--- src/rtl/multicycle_cla_adder.sv ---
// Multicycle adder: one 4-bit carry-lookahead slice per cycle, LSB slice first.
// Define SIGNED_OVF_EN to add the registered two's-complement overflow output ovf_out.
module multicycle_cla_adder #(
    parameter int NUMBITS = 16
) (
    input  logic               clk,
    input  logic               reset,
    input  logic               in_valid,
    output logic               in_ready,
    input  logic [NUMBITS-1:0] a_in,
    input  logic [NUMBITS-1:0] b_in,
    input  logic               c_in,
    output logic               out_valid,
    input  logic               out_ready,
    output logic [NUMBITS-1:0] s_out,
    output logic               c_out,
`ifdef SIGNED_OVF_EN
    output logic               ovf_out,
`endif
    output logic               busy
);

    localparam int NUMSLICES = NUMBITS / 4;
    localparam int KW = (NUMSLICES > 1) ? $clog2(NUMSLICES) : 1;
    localparam logic [KW-1:0] LAST_K = KW'(NUMSLICES - 1);

    generate
        if (NUMBITS < 4 || (NUMBITS % 4) != 0) begin : g_bad_width
            $error("multicycle_cla_adder: NUMBITS must be a multiple of 4 and >= 4");
        end
    endgenerate

    typedef enum logic [1:0] {
        IDLE,
        CALC,
        DONE
    } state_t;

    // Returns {carry_out, sum[3:0]} from lookahead generate/propagate terms.
    function automatic logic [4:0] cla4(
        input logic [3:0] a,
        input logic [3:0] b,
        input logic       ci
    );
        logic [3:0] g;
        logic [3:0] p;
        logic [4:0] c;
        g    = a & b;
        p    = a ^ b;
        c[0] = ci;
        c[1] = g[0] | (p[0] & ci);
        c[2] = g[1] | (p[1] & g[0]) | (p[1] & p[0] & ci);
        c[3] = g[2] | (p[2] & g[1]) | (p[2] & p[1] & g[0])
             | (p[2] & p[1] & p[0] & ci);
        c[4] = g[3] | (p[3] & g[2]) | (p[3] & p[2] & g[1])
             | (p[3] & p[2] & p[1] & g[0])
             | (p[3] & p[2] & p[1] & p[0] & ci);
        return {c[4], p ^ c[3:0]};
    endfunction

    state_t             state_q, state_d;
    logic [NUMBITS-1:0] a_q, a_d;
    logic [NUMBITS-1:0] b_q, b_d;
    logic [NUMBITS-1:0] sum_q, sum_d;
    logic [NUMBITS-1:0] s_q, s_d;
    logic               carry_q, carry_d;
    logic               c_q, c_d;
    logic [KW-1:0]      k_q, k_d;
`ifdef SIGNED_OVF_EN
    logic               ovf_q, ovf_d;
`endif

    logic [KW+1:0] base;
    logic [3:0]    a_nib;
    logic [3:0]    b_nib;
    logic [3:0]    slice_s;
    logic          slice_co;

    assign base  = {k_q, 2'b00};
    assign a_nib = a_q[base +: 4];
    assign b_nib = b_q[base +: 4];
    assign {slice_co, slice_s} = cla4(a_nib, b_nib, carry_q);

    always_comb begin
        state_d = state_q;
        a_d     = a_q;
        b_d     = b_q;
        sum_d   = sum_q;
        s_d     = s_q;
        carry_d = carry_q;
        c_d     = c_q;
        k_d     = k_q;
`ifdef SIGNED_OVF_EN
        ovf_d   = ovf_q;
`endif
        unique case (state_q)
            IDLE: begin
                if (in_valid) begin
                    a_d     = a_in;
                    b_d     = b_in;
                    carry_d = c_in;
                    sum_d   = '0;
                    k_d     = '0;
                    state_d = CALC;
                end
            end
            CALC: begin
                sum_d[base +: 4] = slice_s;
                carry_d          = slice_co;
                k_d              = k_q + 1'b1;
                if (k_q == LAST_K) begin
                    // Publish only the complete result; partial sums stay internal.
                    s_d     = sum_d;
                    c_d     = slice_co;
                    k_d     = '0;
                    state_d = DONE;
`ifdef SIGNED_OVF_EN
                    ovf_d   = slice_s[3] ^ a_nib[3] ^ b_nib[3] ^ slice_co;
`endif
                end
            end
            DONE: begin
                if (out_ready) begin
                    state_d = IDLE;
                end
            end
            default: state_d = IDLE;
        endcase
    end

    always_ff @(posedge clk or posedge reset) begin
        if (reset) begin
            state_q <= IDLE;
            a_q     <= '0;
            b_q     <= '0;
            sum_q   <= '0;
            s_q     <= '0;
            carry_q <= 1'b0;
            c_q     <= 1'b0;
            k_q     <= '0;
`ifdef SIGNED_OVF_EN
            ovf_q   <= 1'b0;
`endif
        end else begin
            state_q <= state_d;
            a_q     <= a_d;
            b_q     <= b_d;
            sum_q   <= sum_d;
            s_q     <= s_d;
            carry_q <= carry_d;
            c_q     <= c_d;
            k_q     <= k_d;
`ifdef SIGNED_OVF_EN
            ovf_q   <= ovf_d;
`endif
        end
    end

    assign in_ready  = (state_q == IDLE);
    assign out_valid = (state_q == DONE);
    assign busy      = (state_q != IDLE);
    assign s_out     = s_q;
    assign c_out     = c_q;
`ifdef SIGNED_OVF_EN
    assign ovf_out   = ovf_q;
`endif

endmodule

--- config.mk ---
export PLATFORM = sky130hd
export DESIGN_NAME = multicycle_cla_adder
export DESIGN_NICKNAME = d
export VERILOG_FILES = /design/src/rtl/multicycle_cla_adder.sv
export SDC_FILE = /design/constraint.sdc
export NUM_CORES = 1
export LEC_CHECK = 0
export ABC_AREA = 1
export CORE_AREA = 2 2 83 85
export DETAILED_ROUTE_END_ITERATION = 7
export DIE_AREA = 0 0 85 87
export PLACE_DENSITY_LB_ADDON = 0.08
export SLEW_MARGIN = 15
export SYNTH_ARGS = -nofsm -noshare
export SYNTH_HDL_FRONTEND = slang
export SYNTH_SLANG_ARGS = --single-unit
--- constraint.sdc ---
create_clock -name clk -period 5.1 [get_ports clk]
set_clock_uncertainty 0.15 [all_clocks]
set_input_delay 0.765 -clock clk [delete_from_list [all_inputs] [get_ports clk]]
set_output_delay 0.765 -clock clk [all_outputs]
set_load 0.005 [all_outputs]
==> flow_summary.yaml, run 1 <==
power:
  ir_drop_mv: 0.364
  power_density_nw_per_um2: 676
  power.leakage_nw: 2.03
min_path:
  min_to: "s_out[9]"
  min_path_cells: 2
  min_from: "s_out[9]"
  hold_class: "register to register"
cts:
  worstSkewPairLatency_ns: 0.35
  holdBufCountCts: 0
  tritoncts: "done"
  root_buffer: "clkbuf_8"
  post-cts-setup-buffers: 0
  ctsLongestPathBuffers: 2
  cts.htree.levels: 3
  clk_pin_slew_worst_paths_ns: 0.07
  numClockSinks: 70
  numCtsBuffers: 9
  ctsResizeCount: 0
layout:
  final_common_cell: "nand2_1"
  n_antenna_cell: 0
  layout_common_cells: "114 x nand2_1, 70 x dfrtp_1, 56 x clkdlybuf4s50_1, 26 x o21ai_0"
  drive_gt1_frac: 0.125
  syn2layout_area_growth_pct: 22.7
  final_nets: 461
  fillCellCount: 541
  fin_area_um2: 4220
  fin_util: 0.643
critical_path:
  crit_required_ns: 5.19
  timing.rr.start: "k_q[0]"
  crit_path_top_delay_cell: "dfrtp_1"
  rrSetupSlack_ns: 1.83
  critical_path.cell_chain: "inv_1 > o21ai_0 > o22ai_1 > ha_1 > or2_0 > nand2_1 > nand2_1 > nand2_1 > nand2_1 > nand4_1 > nand2_1 > nand2_1 > nand2_1"
  ff2ff_path_depth: 13
  crit_arrival_ns: 3.36
  r2r_end: "s_out[15]"
  end_kind: "register"
  crit_family: "simple AND/OR/NAND/NOR gates"
  cp-start-kind: "register"
  slowest_delay_ns: 0.84
  crit_path_frequent_cell: "nand2_1"
  worst-path-max-fanout: 26
  critPathBufInv: 1
  critPathKind: "register to register"
yosys:
  syn-num-nets: 405
  ys_ff_latch: 70
  synth_cell_types: 31
  syn_area_um2: 3440
  yosys-top-cells-area: "dfrtp_1 51%, nand2_1 12%, mux2_2 4.9%"
  ys_seq_area_frac: 0.509
  synthCells: 356
  synth_warnings: 0
  yosysTopAreaCellShare: 0.509
  synth_top_cell_by_area: "dfrtp_1"
  synth_area_per_cell_um2: 9.67
detailed_routing:
  firstDrtPassIters: 4
  m1WireLength_mm: 3.06
  wl_met2_mm: 3.48
  vias: 2582
  via_per_inst: 5.20
  route.top_layer_used: "met4"
  wire_per_inst_um: 13.9
  wl_met3_um: 207
  wl_mm: 6.92
  drc: 0
  drtAntennaViolNets: 0
  drt_iter0_markers: 136
placed_design:
  dp_slack_ns: 1.91
  portBuffers: 56
  place.gp.congestion: 0.866
  dpl_cell_area_um2: 4020
  hpwl_mm: 4.98
timing:
  fmax_mhz: 306
  finalHoldViolCount: 0
  drv_slew: 0
  worstMarginPinSlew_ns: 0.929
  finalSetupViolCount: 0
  fin_tns_setup_ns: 0
  period_share: 0.642
  period_minus_slack_ns: 3.27
  slew_headroom: 0.380
  grt_setup_unrepaired: "no"
  layout_setup_ws_ns: 1.83
global_routing:
  grt_pass1_wl_mm: 11.8
  grt.total_usage: 0.207
  grt_overflow: 0
  grt_pass1_vias: 2510
  grt_max_degree: 47
  antenna_found_initial: 0
floorplanning:
  die_y_um: 87
  start_util: 0.524
  core-area_um2: 6570
  row_count: 30
  io_pins: 57
  dieArea_um2: 7400
  die_w_um: 85
job:
  cap_violations: 0
outcome:
  status: "finished, final reports clean"
report_power, final:
group	internal [W]	switching, W	leakage [nW]
clock	0.000250	0.000202	0.106
sequential	0.000809	0.000191	0.893
combinational	0.000619	0.000787	1.04
state kept, by name, summed over array words and instances (netlist names):
name and flops:
state_q 2, k_q 2, b_q 16, carry_q 1, a_q 16, sum_q 16, c_out 1, s_out 16
Yosys cell counts:
| master | instances |
|---|---|
| a21o_1 | 1 |
| a22o_1 | 1 |
| a22oi_1 | 2 |
| buf_2 | 4 |
| buf_4 | 2 |
| buf_6 | 4 |
| clkbuf_1 | 2 |
| clkinv_1 | 1 |
| dfrtp_1 | 70 |
| fa_1 | 1 |
| ha_1 | 11 |
| inv_1 | 22 |
| inv_2 | 3 |
| inv_4 | 1 |
| mux2_1 | 7 |
| mux2_2 | 15 |
| mux2_4 | 10 |
| nand2_1 | 114 |
| nand2_4 | 2 |
| nand3_1 | 7 |
| nand4_1 | 4 |
| nor2_1 | 21 |
| nor2_4 | 1 |
| nor2_8 | 2 |
| nor4_2 | 1 |
| o21ai_0 | 26 |
| o21ai_1 | 4 |
| o22ai_1 | 14 |
| o31ai_1 | 1 |
| or2_0 | 1 |
| xor2_1 | 1 |
routing by layer:
layer  vias to the layer above  global-route usage
li1                       1284                   -
met1                      1241               0.247
met2                        45               0.357
met3                        12              0.0427
met4                         0               0.105
met5                         -                   0
per-stage QoR:
step / power, W / instances / hold WS [ns]
global placement: 0.00237 / 481 / 0.313
floorplan: 0.00202 / 356 / 0.299
CTS: 0.00287 / 497 / 0.336
global route: 0.00310 / 497 / 0.353
detailed placement: 0.00241 / 481 / 0.315
finish: 0.00286 / 497 / 0.329
cells by family (layout without fill, tap and decap cells):
| group | Yosys count | after routing | synth area share |
|---|---|---|---|
| simple gates | 153 | 153 | 0.191 |
| fa+ha+maj | 12 | 12 | 0.0458 |
| compound gates | 49 | 49 | 0.0803 |
| buf+inv | 39 | 100 | 0.0556 |
| xor+xnor | 1 | 1 | 0.00254 |
| mux | 32 | 32 | 0.116 |
| flops | 70 | 70 | 0.509 |
worst reg2reg max path, stage by stage, from the launching register on:
cell	delay, ns
dfrtp_1	0.84
inv_1	0.51
o21ai_0	0.29
o22ai_1	0.11
ha_1	0.36
or2_0	0.23
nand2_1	0.09
nand2_1	0.07
nand2_1	0.06
nand2_1	0.11
nand4_1	0.11
nand2_1	0.09
nand2_1	0.09
nand2_1	0.05
area by class of cell:
type | instances | area (um^2) | area share
sequential | 70 | 1750 | 0.415
timing repair buffer | 57 | 568 | 0.134
inverter | 27 | 104 | 0.0246
multi-input combinational | 247 | 1500 | 0.355
tap | 80 | 100 | 0.0237
clock inverter | 4 | 45.0 | 0.0107
clock buffer | 12 | 155 | 0.0367
how the worst max path moves through the flow:
stage            from        end  slack [ns]  depth (start not counted)
4_1_cts        k_q[0]  s_out[15]        1.88                         13
3_5_place_dp   k_q[0]  s_out[15]        1.91                         13
6_report       k_q[0]  s_out[15]        1.83                         13
5_1_grt        k_q[0]   sum_q[5]        1.49                          9
3_3_place_gp   k_q[0]  s_out[15]        2.01                         13
2_1_floorplan   reset     a_q[0]        2.42                          1
Note: power is estimated with default switching activity, not from simulation.
==> run 2, diff against run 1 <==
--- a/config.mk
+++ b/config.mk
@@ -6,9 +6,9 @@
 export NUM_CORES = 1
 export LEC_CHECK = 0
 export ABC_AREA = 1
-export CORE_AREA = 2 2 83 85
+export CORE_AREA = 2 2 88 90
 export DETAILED_ROUTE_END_ITERATION = 7
-export DIE_AREA = 0 0 85 87
+export DIE_AREA = 0 0 90 92
 export PLACE_DENSITY_LB_ADDON = 0.08
 export SLEW_MARGIN = 15
 export SYNTH_ARGS = -nofsm -noshare
==> constraint.sdc (replaced) <==
create_clock -name clk -period 2.9 [get_ports clk]
set_clock_uncertainty 0.15 [all_clocks]
set_input_delay 0.435 -clock clk [delete_from_list [all_inputs] [get_ports clk]]
set_output_delay 0.435 -clock clk [all_outputs]
set_load 0.005 [all_outputs]
==> flow_summary.yaml, run 2 (synthesis gave the netlist of run 1 again) <==
cts:
  numCtsBuffers: 9
  post-cts-setup-buffers: 0
  numClockSinks: 70
  holdBufCountCts: 0
  clk_pin_slew_worst_paths_ns: 0.08
  tritoncts: "done"
  cts.htree.levels: 3
  ctsResizeCount: 0
  root_buffer: "clkbuf_8"
  worstSkewPairLatency_ns: 0.35
  ctsLongestPathBuffers: 2
critical_path:
  critical_path.cell_chain: "inv_1 > o21ai_0 > o22ai_1 > ha_1 > nand3_1 > nand4_1 > nand2_1 > nand2_1 > nor2_1 > nand2_1 > nand2_1 > nand2_1 > nand2_1"
  ff2ff_path_depth: 13
  end_kind: "register"
  critPathKind: "register to register"
  crit_path_frequent_cell: "nand2_1"
  slowest_delay_ns: 0.39
  crit_path_top_delay_cell: "dfrtp_1"
  crit_arrival_ns: 2.61
  cp-start-kind: "register"
  crit_required_ns: 3.04
  worst-path-max-fanout: 15
global_routing:
  grt_max_degree: 39
  grtUsageMet3: 0.0394
  antenna_found_initial: 0
  busiest_layer: "met2"
  grt_pass1_wl_mm: 12.7
  grt_pass1_vias: 2698
  met1_usage: 0.243
  grt.total_usage: 0.196
  grt_use_met2: 0.333
  grt_overflow: 0
floorplanning:
  row_count: 32
  die_y_um: 92
  core-area_um2: 7450
  io_pins: 57
  start_util: 0.462
  dieArea_um2: 8280
  die_w_um: 90
timing:
  fin_tns_setup_ns: 0
  period_share: 0.853
  drv_slew: 0
  finalHoldViolCount: 0
  worstMarginPinSlew_ns: 0.512
  finalSetupViolCount: 0
  grt_setup_unrepaired: "no"
  fmax_mhz: 404
  slew_headroom: 0.658
  period_minus_slack_ns: 2.47
  whs_ns: 0.211
layout:
  final_nets: 466
  syn2layout_area_growth_pct: 25.9
  fin_cells: 524
  multi_input_area_um2: 1500
  fin_area_um2: 4340
  fillCellCount: 672
  final_common_cell: "nand2_1"
  drive_gt1_frac: 0.135
  fin_util: 0.582
  seqCellArea_um2: 1750
  layout_common_cells: "114 x nand2_1, 70 x dfrtp_1, 56 x clkdlybuf4s50_1, 26 x o21ai_0"
  n_antenna_cell: 0
detailed_routing:
  via_per_inst: 4.99
  drc: 0
  vias: 2617
  firstDrtPassIters: 4
  drt_iter0_markers: 121
  wire_per_inst_um: 13.7
  wl_mm: 7.17
  drtAntennaViolNets: 0
placed_design:
  hpwl_mm: 5.23
  portBuffers: 56
  dp_cells: 508
  dpl_cell_area_um2: 4100
  place.gp.congestion: 0.856
job:
  cap_violations: 0
power:
  power_density_nw_per_um2: 1200
  power.leakage_nw: 2.08
  ir_drop_mv: 0.528
outcome:
  status: "finished, final reports clean"
min_path:
  hold_class: "input port to async pin"
-- run 2: changes by cell type in the layout (fill, tap and decap cells not counted) --
cell	before	now
buf_4	1	5
clkinv_2	3	1
bufinv_16	1	2
buf_12	0	1
clkbuf_8	11	12
-- run 2: layout make-up --
class	instances	share of cell area
Timing Repair Buffer	62	0.143
Tap cell	102	0.0294
Clock buffer	13	0.0390
Multi-Input combinational cell	247	0.346
Inverter	27	0.0240
Clock inverter	3	0.0150
Sequential cell	70	0.404
-- run 2: power by group --
group	internal, W	switching [W]	total [W]
clock	0.000554	0.000357	0.000911
sequential	0.00142	0.000259	0.00168
combinational	0.00113	0.00148	0.00261
-- run 2: worst max-delay path, delay by kind of cell (launching register included) --
family | cells | cell delay [ns]
AOI/OAI and AO/OA | 2 | 0.43
adders and majority gates | 1 | 0.32
buffers and inverters | 1 | 0.30
DFF | 1 | 0.39
and+or+nand+nor | 9 | 0.84
-- run 2: worst paths after layout --
path | start | endpoint | slack (ns)
worst max-delay path | k_q[0] | sum_q[14] | 0.43
worst min-delay path | reset | state_q[1] | 0.21
worst max register to register | k_q[0] | sum_q[14] | 0.43
worst min register to register | s_out[2] | s_out[2] | 0.33
max in group asynchronous | reset | b_q[9] | 1.82
min in group clk | s_out[2] | s_out[2] | 0.33
-- run 2: per-layer routing --
layer	wire [um]	part of all wire
met1	3260	0.45
met2	3560	0.50
met3	218	0.030
met4	135	0.019
met5	0	0
-- run 2: metrics by stage --
stage	total power [W]	setup slack, ns
floorplan	0.00354	0.547
global route	0.00569	0.186
finish	0.00520	0.427
detailed placement	0.00432	0.444
CTS	0.00525	0.431
global placement	0.00428	0.503
